## config.mk

```make
export PLATFORM = sky130hd
export DESIGN_NAME = button_debouncer_bank
export DESIGN_NICKNAME = d
export VERILOG_FILES = /design/src/rtl/button_debouncer_bank.sv
export SDC_FILE = /design/constraint.sdc
export NUM_CORES = 1
export LEC_CHECK = 0
export BUFFER_PORTS_ARGS = -buffer_cell sky130_fd_sc_hd__buf_4
export CAP_MARGIN = 20
export CORE_ASPECT_RATIO = 0.8
export CORE_MARGIN = 5
export CORE_UTILIZATION = 30
export CTS_BUF_LIST = sky130_fd_sc_hd__clkbuf_4
export DETAILED_ROUTE_END_ITERATION = 10
export PLACE_DENSITY = 0.48
export SYNTH_ARGS = -nofsm -noshare
export SYNTH_HDL_FRONTEND = slang
export SYNTH_SLANG_ARGS = --single-unit
```

## constraint.sdc

```tcl
create_clock -name clk -period 5.57 [get_ports clk]
set_input_delay 1.114 -clock clk [delete_from_list [all_inputs] [get_ports clk]]
set_output_delay 1.114 -clock clk [all_outputs]
set_load 0.1 [all_outputs]
```

## src/rtl/button_debouncer_bank.sv

```systemverilog
// Multi-channel push-button debouncer: 2-FF sync, stability filter, press/release pulses.
// Optional auto-repeat while held is enabled by defining DEBOUNCE_AUTO_REPEAT_EN.
module button_debouncer_bank #(
  parameter int N_CH       = 4,
  parameter int CNT_W      = 20,
  parameter int STABLE_CNT = 250000,
  parameter int HOLD_W     = 26,
  parameter int HOLD_CNT   = 50000000,
  parameter int REPEAT_CNT = 10000000
) (
  input  logic            clk,
  input  logic            rst_n,
  input  logic [N_CH-1:0] btn_i,
  output logic [N_CH-1:0] level_o,
  output logic [N_CH-1:0] press_o,
  output logic [N_CH-1:0] release_o,
  output logic [N_CH-1:0] repeat_o
);

  localparam logic [CNT_W-1:0] STABLE_LAST = CNT_W'(STABLE_CNT - 1);

  // Reject parameter sets whose terminal counts cannot be reached without wrapping.
  if (STABLE_CNT < 2 || longint'(STABLE_CNT) > (longint'(1) << CNT_W) - 1) begin : g_bad_stable
    $error("STABLE_CNT out of range for CNT_W");
  end
  if (HOLD_CNT < 2 || REPEAT_CNT < 2 ||
      longint'(HOLD_CNT) > (longint'(1) << HOLD_W) - 1 ||
      longint'(REPEAT_CNT) > (longint'(1) << HOLD_W) - 1) begin : g_bad_hold
    $error("HOLD_CNT/REPEAT_CNT out of range for HOLD_W");
  end

`ifdef DEBOUNCE_AUTO_REPEAT_EN
  typedef enum logic [1:0] {IDLE, HELD, RPT} state_t;
  localparam logic [HOLD_W-1:0] HOLD_LAST   = HOLD_W'(HOLD_CNT - 1);
  localparam logic [HOLD_W-1:0] REPEAT_LAST = HOLD_W'(REPEAT_CNT - 1);
`else
  typedef enum logic [1:0] {IDLE, HELD} state_t;
`endif

  for (genvar k = 0; k < N_CH; k++) begin : g_ch
    logic             meta;
    logic             sync;
    logic             level;
    logic [CNT_W-1:0] cnt;
    logic             rise;
    logic             fall;
    state_t           state;
    state_t           state_nxt;
    logic             press_q;
    logic             release_q;
    logic             press_nxt;
    logic             release_nxt;

    always_ff @(posedge clk or negedge rst_n) begin
      if (!rst_n) begin
        meta <= 1'b0;
        sync <= 1'b0;
      end else begin
        meta <= btn_i[k];
        sync <= meta;
      end
    end

    // Any sample matching the current level restarts the stability count.
    always_ff @(posedge clk or negedge rst_n) begin
      if (!rst_n) begin
        cnt   <= '0;
        level <= 1'b0;
      end else if (sync == level) begin
        cnt <= '0;
      end else if (cnt == STABLE_LAST) begin
        level <= sync;
        cnt   <= '0;
      end else begin
        cnt <= cnt + CNT_W'(1);
      end
    end

    assign rise = (sync != level) && (cnt == STABLE_LAST) && sync;
    assign fall = (sync != level) && (cnt == STABLE_LAST) && !sync;

`ifdef DEBOUNCE_AUTO_REPEAT_EN
    logic [HOLD_W-1:0] hold_cnt;
    logic [HOLD_W-1:0] hold_nxt;
    logic              repeat_q;
    logic              repeat_nxt;

    // A release on the terminal-count cycle suppresses the repeat pulse.
    always_comb begin
      state_nxt   = state;
      hold_nxt    = hold_cnt;
      press_nxt   = 1'b0;
      release_nxt = 1'b0;
      repeat_nxt  = 1'b0;
      case (state)
        IDLE: begin
          if (rise) begin
            state_nxt = HELD;
            hold_nxt  = '0;
            press_nxt = 1'b1;
          end
        end
        HELD, RPT: begin
          if (fall) begin
            state_nxt   = IDLE;
            hold_nxt    = '0;
            release_nxt = 1'b1;
          end else if ((state == HELD && hold_cnt == HOLD_LAST) ||
                       (state == RPT && hold_cnt == REPEAT_LAST)) begin
            state_nxt  = RPT;
            hold_nxt   = '0;
            repeat_nxt = 1'b1;
          end else begin
            hold_nxt = hold_cnt + HOLD_W'(1);
          end
        end
        default: begin
          state_nxt = IDLE;
          hold_nxt  = '0;
        end
      endcase
    end

    always_ff @(posedge clk or negedge rst_n) begin
      if (!rst_n) begin
        state     <= IDLE;
        hold_cnt  <= '0;
        press_q   <= 1'b0;
        release_q <= 1'b0;
        repeat_q  <= 1'b0;
      end else begin
        state     <= state_nxt;
        hold_cnt  <= hold_nxt;
        press_q   <= press_nxt;
        release_q <= release_nxt;
        repeat_q  <= repeat_nxt;
      end
    end

    assign repeat_o[k] = repeat_q;
`else
    always_comb begin
      state_nxt   = state;
      press_nxt   = 1'b0;
      release_nxt = 1'b0;
      case (state)
        IDLE: begin
          if (rise) begin
            state_nxt = HELD;
            press_nxt = 1'b1;
          end
        end
        HELD: begin
          if (fall) begin
            state_nxt   = IDLE;
            release_nxt = 1'b1;
          end
        end
        default: state_nxt = IDLE;
      endcase
    end

    always_ff @(posedge clk or negedge rst_n) begin
      if (!rst_n) begin
        state     <= IDLE;
        press_q   <= 1'b0;
        release_q <= 1'b0;
      end else begin
        state     <= state_nxt;
        press_q   <= press_nxt;
        release_q <= release_nxt;
      end
    end

    assign repeat_o[k] = 1'b0;
`endif

    assign level_o[k]   = level;
    assign press_o[k]   = press_q;
    assign release_o[k] = release_q;
  end

endmodule
```

-- After elaboration in Yosys (flattened, before gate mapping)
Cells that the tools add are included.
W data, S select, Z words.
- logic and storage cells: 124
- bits of input ports: 6
- flip-flop bits (word level): 108
- output and inout port bits: 16
- reduce and logical (&&, ||, !) cells: 28
- equality and inequality tests: 24
- bitwise gates (word level): 4
- add/subtract/negate cells: 4
- mux-type cells: 36
- operator list (kind ; number):
    $mux W20 ; 8
    $add A20 B1 Y20 const B ; 4
    $eq A20 B18 Y1 const B ; 4
    $mux W1 ; 16
    $mux W2 ; 8
    $ne A2 B2 Y1 const B ; 8
    $pmux W2 S2 ; 4
    $reduce_and A2 Y1 ; 8
    $logic_and A1 B1 Y1 ; 12
    $eq A2 B1 Y1 const B ; 4
    $logic_not A2 Y1 ; 4
    $eq A1 B1 Y1 ; 4
    $logic_not A1 Y1 ; 4
    $ne A1 B1 Y1 ; 4
    $not A1 Y1 ; 4

-- Longest topological paths before layout
- depth after elaboration: 5
- mapped depth: 7
- depth with buffers taken out: 5

-- Worst setup path after synthesis
Ideal clock, no wire load.
- path kind: register to register
- from: reg g_ch[2].cnt[10]
- to: reg g_ch[2].level
- library setup time: 0.125 ns
- buffers on the path: 0
- cell stages (with the launch flop): 4
- period minus slack after synthesis: 1.941 ns
- arrival: 1.816 ns
- path slack: 3.629 ns
- required time: 5.445 ns
- cells stage by stage: dfrtp_1 > or4b_4 > or4_4 > mux2_4
- longest elaborated chain between the ends: 2
- RTL lines (what ; line ; source):
    start, declared ; 44 ; logic [CNT_W-1:0] cnt;
    start signal, assigned ; 75 ; cnt <= cnt + CNT_W'(1);
    $eq A20 B18 Y1 ; 71 ; end else if (cnt == STABLE_LAST) begin
    $reduce_and A2 Y1 (no source line) ; -- ;
    end signal, assigned ; 72 ; level <= sync;
    end, declared ; 43 ; logic level;
No other way between the ends.
A chain may end at the register's enable or synchronous reset.

-- Worst setup path after layout
- from: reg g_ch[3].level
- to: out level_o[3]
- RTL lines (what ; line ; source):
    start, declared ; 43 ;
    start signal, assigned ; 72 ;
    end, declared ; 14 ; output logic [N_CH-1:0] level_o,
No word-level cell between the ends.

==> impl_metrics.json <==
{
  "status": "finished, final reports clean",
  "ir_drop_mv": 0.0919,
  "cp_cell_sequence": "buf_4",
  "die_h_um": 125,
  "gp_congestion": 0.783,
  "ys_warn_count": 0,
  "synth_top_area_frac": 0.525,
  "layout.nets": 499,
  "numCtsBuffers": 9,
  "viasPerCell": 4.89,
  "detail_route.iter0.violations": 184,
  "cp-start-kind": "flip-flop",
  "power.total_mw": 1.19,
  "htree_levels": 3,
  "port_buffers": 17,
  "final_common_cell": "dfrtp_1",
  "layout_common_cells": "104 x dfrtp_1, 59 x nor2_1, 29 x xor2_1",
  "core_area_um2": 16400,
  "cts.sinks": 104,
  "period_share": 0.426,
  "grt_pass1_vias": 3412,
  "period_minus_slack_ns": 2.37,
  "grt_overflow": 0,
  "drc_errors": 0,
  "ys_types": 44,
  "critical_path.max_stage_delay_ns": 0.47,
  "cts-root-buf": "clkbuf_4",
  "syn-cell-area_um2": 4960,
  "synth_largest_area_cell": "dfrtp_1",
  "p_seq_frac": 0.650,
  "comb_power_share": 0.046,
  "n_fill_cell": 1697,
  "fp.dieArea_um2": 19200,
  "worstMarginPinSlew_ns": 0.972,
  "crit_buf_inv": 1,
  "grt_start_max_net_pins": 54,
  "finalClockSkew_ns": 0.0180,
  "antenna_cells": 0,
  "routed_wl_um": 9640,
  "ctsHoldBuffers": 0,
  "post_cts_buffers": 0,
  "cp.required_ns": 4.46,
  "avgSynthCellArea_um2": 10.3,
  "power.density_nw_per_um2": 223,
  "synth-async-reset-ratio": 1.00,
  "syn_inst": 481,
  "rsz0062_at_grt": "no",
  "routed-via-count": 3489,
  "synth_edf_count": 0,
  "dp_hpwl_um": 6720,
  "cp_max_fo": 6,
  "drive_gt1_frac": 0.107,
  "slew_viol_final": 0,
  "cts_buffer_depth": 2,
  "synthFlopType": "dfrtp_1",
  "cts_resized": 0,
  "area_delta_synth_final_pct": 8.08,
  "slew_headroom": 0.350,
  "track_usage": 0.105,
  "crit_arrival_ns": 1.26,
  "initial_core_util": 0.302,
  "cts_tree": "done",
  "clock_latency_ns": 0.46,
  "finalHoldViolations": 0,
  "cp_slowest_cell": "dfrtp_1",
  "drtPass1Iterations": 4,
  "setup_slack_ns": 3.20,
  "p_leak_nw": 2.18,
  "yosys_register_bits": 104,
  "worstSetupEndpointType": "output pin",
  "cts.reportedPaths.clkPinSlew_ns": 0.17,
  "fin_cells": 714,
  "die_w_um": 154,
  "pin_count": 22,
  "p_sw_mw": 0.319,
  "dp.cells": 698,
  "cap_violations": 0,
  "wire_per_inst_um": 13.5,
  "grt_pass1_wl_um": 16900,
  "fin_setup_tns_ns": 0,
  "yosysSeqAreaShare": 0.525,
  "internal_power_mw": 0.875,
  "dp_slack_ns": 3.16,
  "synth_area_leaders": "dfrtp_1 52%, xor2_1 5.1%, nor2_1 4.5%, xnor2_1 4.2%, nand4_1 2.9%",
  "rows": 42,
  "setup_viol": 0,
  "crit_type": "flip-flop to output pin",
  "pwr-share-clk": 0.304,
  "min_path_type": "flip-flop to flip-flop",
  "p_sw_frac": 0.267,
  "antenna_found_initial": 0,
  "cp_top_family": "flip-flops",
  "antenna_left": 0,
  "max_freq_ghz": 0.422
}
## area by class of cell
class                      instances  area, µm²  area share
inverter                          10       37.5     0.00701
clock inverter                     7       56.3      0.0105
clock buffer                       9       67.6      0.0126
timing repair buffer              21        158      0.0294
tap                              220        275      0.0514
multi-input combinational        343       2160       0.403
sequential                       104       2600       0.486
## flip-flops by register name, summed over array words and instances (netlist names)
signal          count
g_ch.cnt           80
g_ch.level          4
g_ch.meta           4
g_ch.press_q        4
g_ch.release_q      4
g_ch.state          4
g_ch.sync           4
## Yosys cell counts, types with 2 or more instances
master	instances
nand4b_1	2
nor4_1	12
nand4_1	23
nor3_1	11
nor4b_1	4
nand2_1	22
inv_1	10
nor2_1	59
buf_2	2
and2_1	2
or4_4	3
a21oi_1	23
and3_1	12
or3_1	11
nor4bb_1	2
o21ai_1	2
or4_1	10
buf_4	17
and4_1	6
mux2_2	3
clkbuf_1	8
nand3_1	27
dfrtp_1	104
o31ai_1	10
or2_2	3
xnor2_1	24
ha_1	4
o21ai_0	19
xor2_1	29
o211ai_1	3
## power groups by stage
stage                     clock, mW  sequential (mW)  combinational [mW]
after floorplan                   0            0.787              0.0340
after global placement            0            0.789              0.0560
after detailed placement          0            0.790              0.0576
after CTS                     0.386            0.776              0.0575
after global routing          0.417            0.778              0.0638
final                         0.363            0.776              0.0551
## routing by layer
metal  routed length, µm  vias up  GRT usage
li1                    -     1732          -
met1                5050     1704      0.151
met2                4200       47      0.158
met3                 331        6     0.0311
met4                  57        0     0.0218
met5                   0        -          0
## worst reg2reg max path, delay by kind of cell, from the launching register on
kind             cells  cell delay (ns)
AO/OA/AOI/OAI        1             0.96
AND/OR/NAND/NOR      3             0.73
flip-flops           1             0.46
## stage by stage
stage	util	hold WS (ns)	area, µm²
finish	0.327	0.371	5360
global route	0.327	0.394	5360
CTS	0.327	0.375	5360
detailed placement	0.319	0.346	5230
global placement	0.319	0.338	5230
floorplan	-	0.331	4970
## cell families (layout without fill, tap and decap cells)
logic type	Yosys count	in the layout	synth area share
AND/OR/NAND/NOR	218	218	0.246
flip-flops	104	104	0.525
AO/OA/AOI/OAI	60	60	0.0732
XOR/XNOR	53	53	0.0936
buffers and inverters	37	47	0.0414
adder cells (fa/ha/maj)	4	4	0.0101
multiplexers	4	4	0.00984
other	1	4	0.000756
## worst paths after layout
kind	startpoint	end	slack, ns	cells after the start
setup / recovery	g_ch[3].level	level_o[3]	3.20	1
hold / removal	g_ch[1].meta	g_ch[1].sync	0.37	0
setup reg to reg	g_ch[2].cnt[9]	g_ch[2].cnt[11]	3.29	4
hold reg to reg	g_ch[1].meta	g_ch[1].sync	0.37	0
max in group asynchronous	rst_n	g_ch[2].cnt[14]	3.80	2
min in group asynchronous	rst_n	g_ch[1].cnt[1]	0.65	1
No activity file was read; power rests on OpenSTA's default activity.
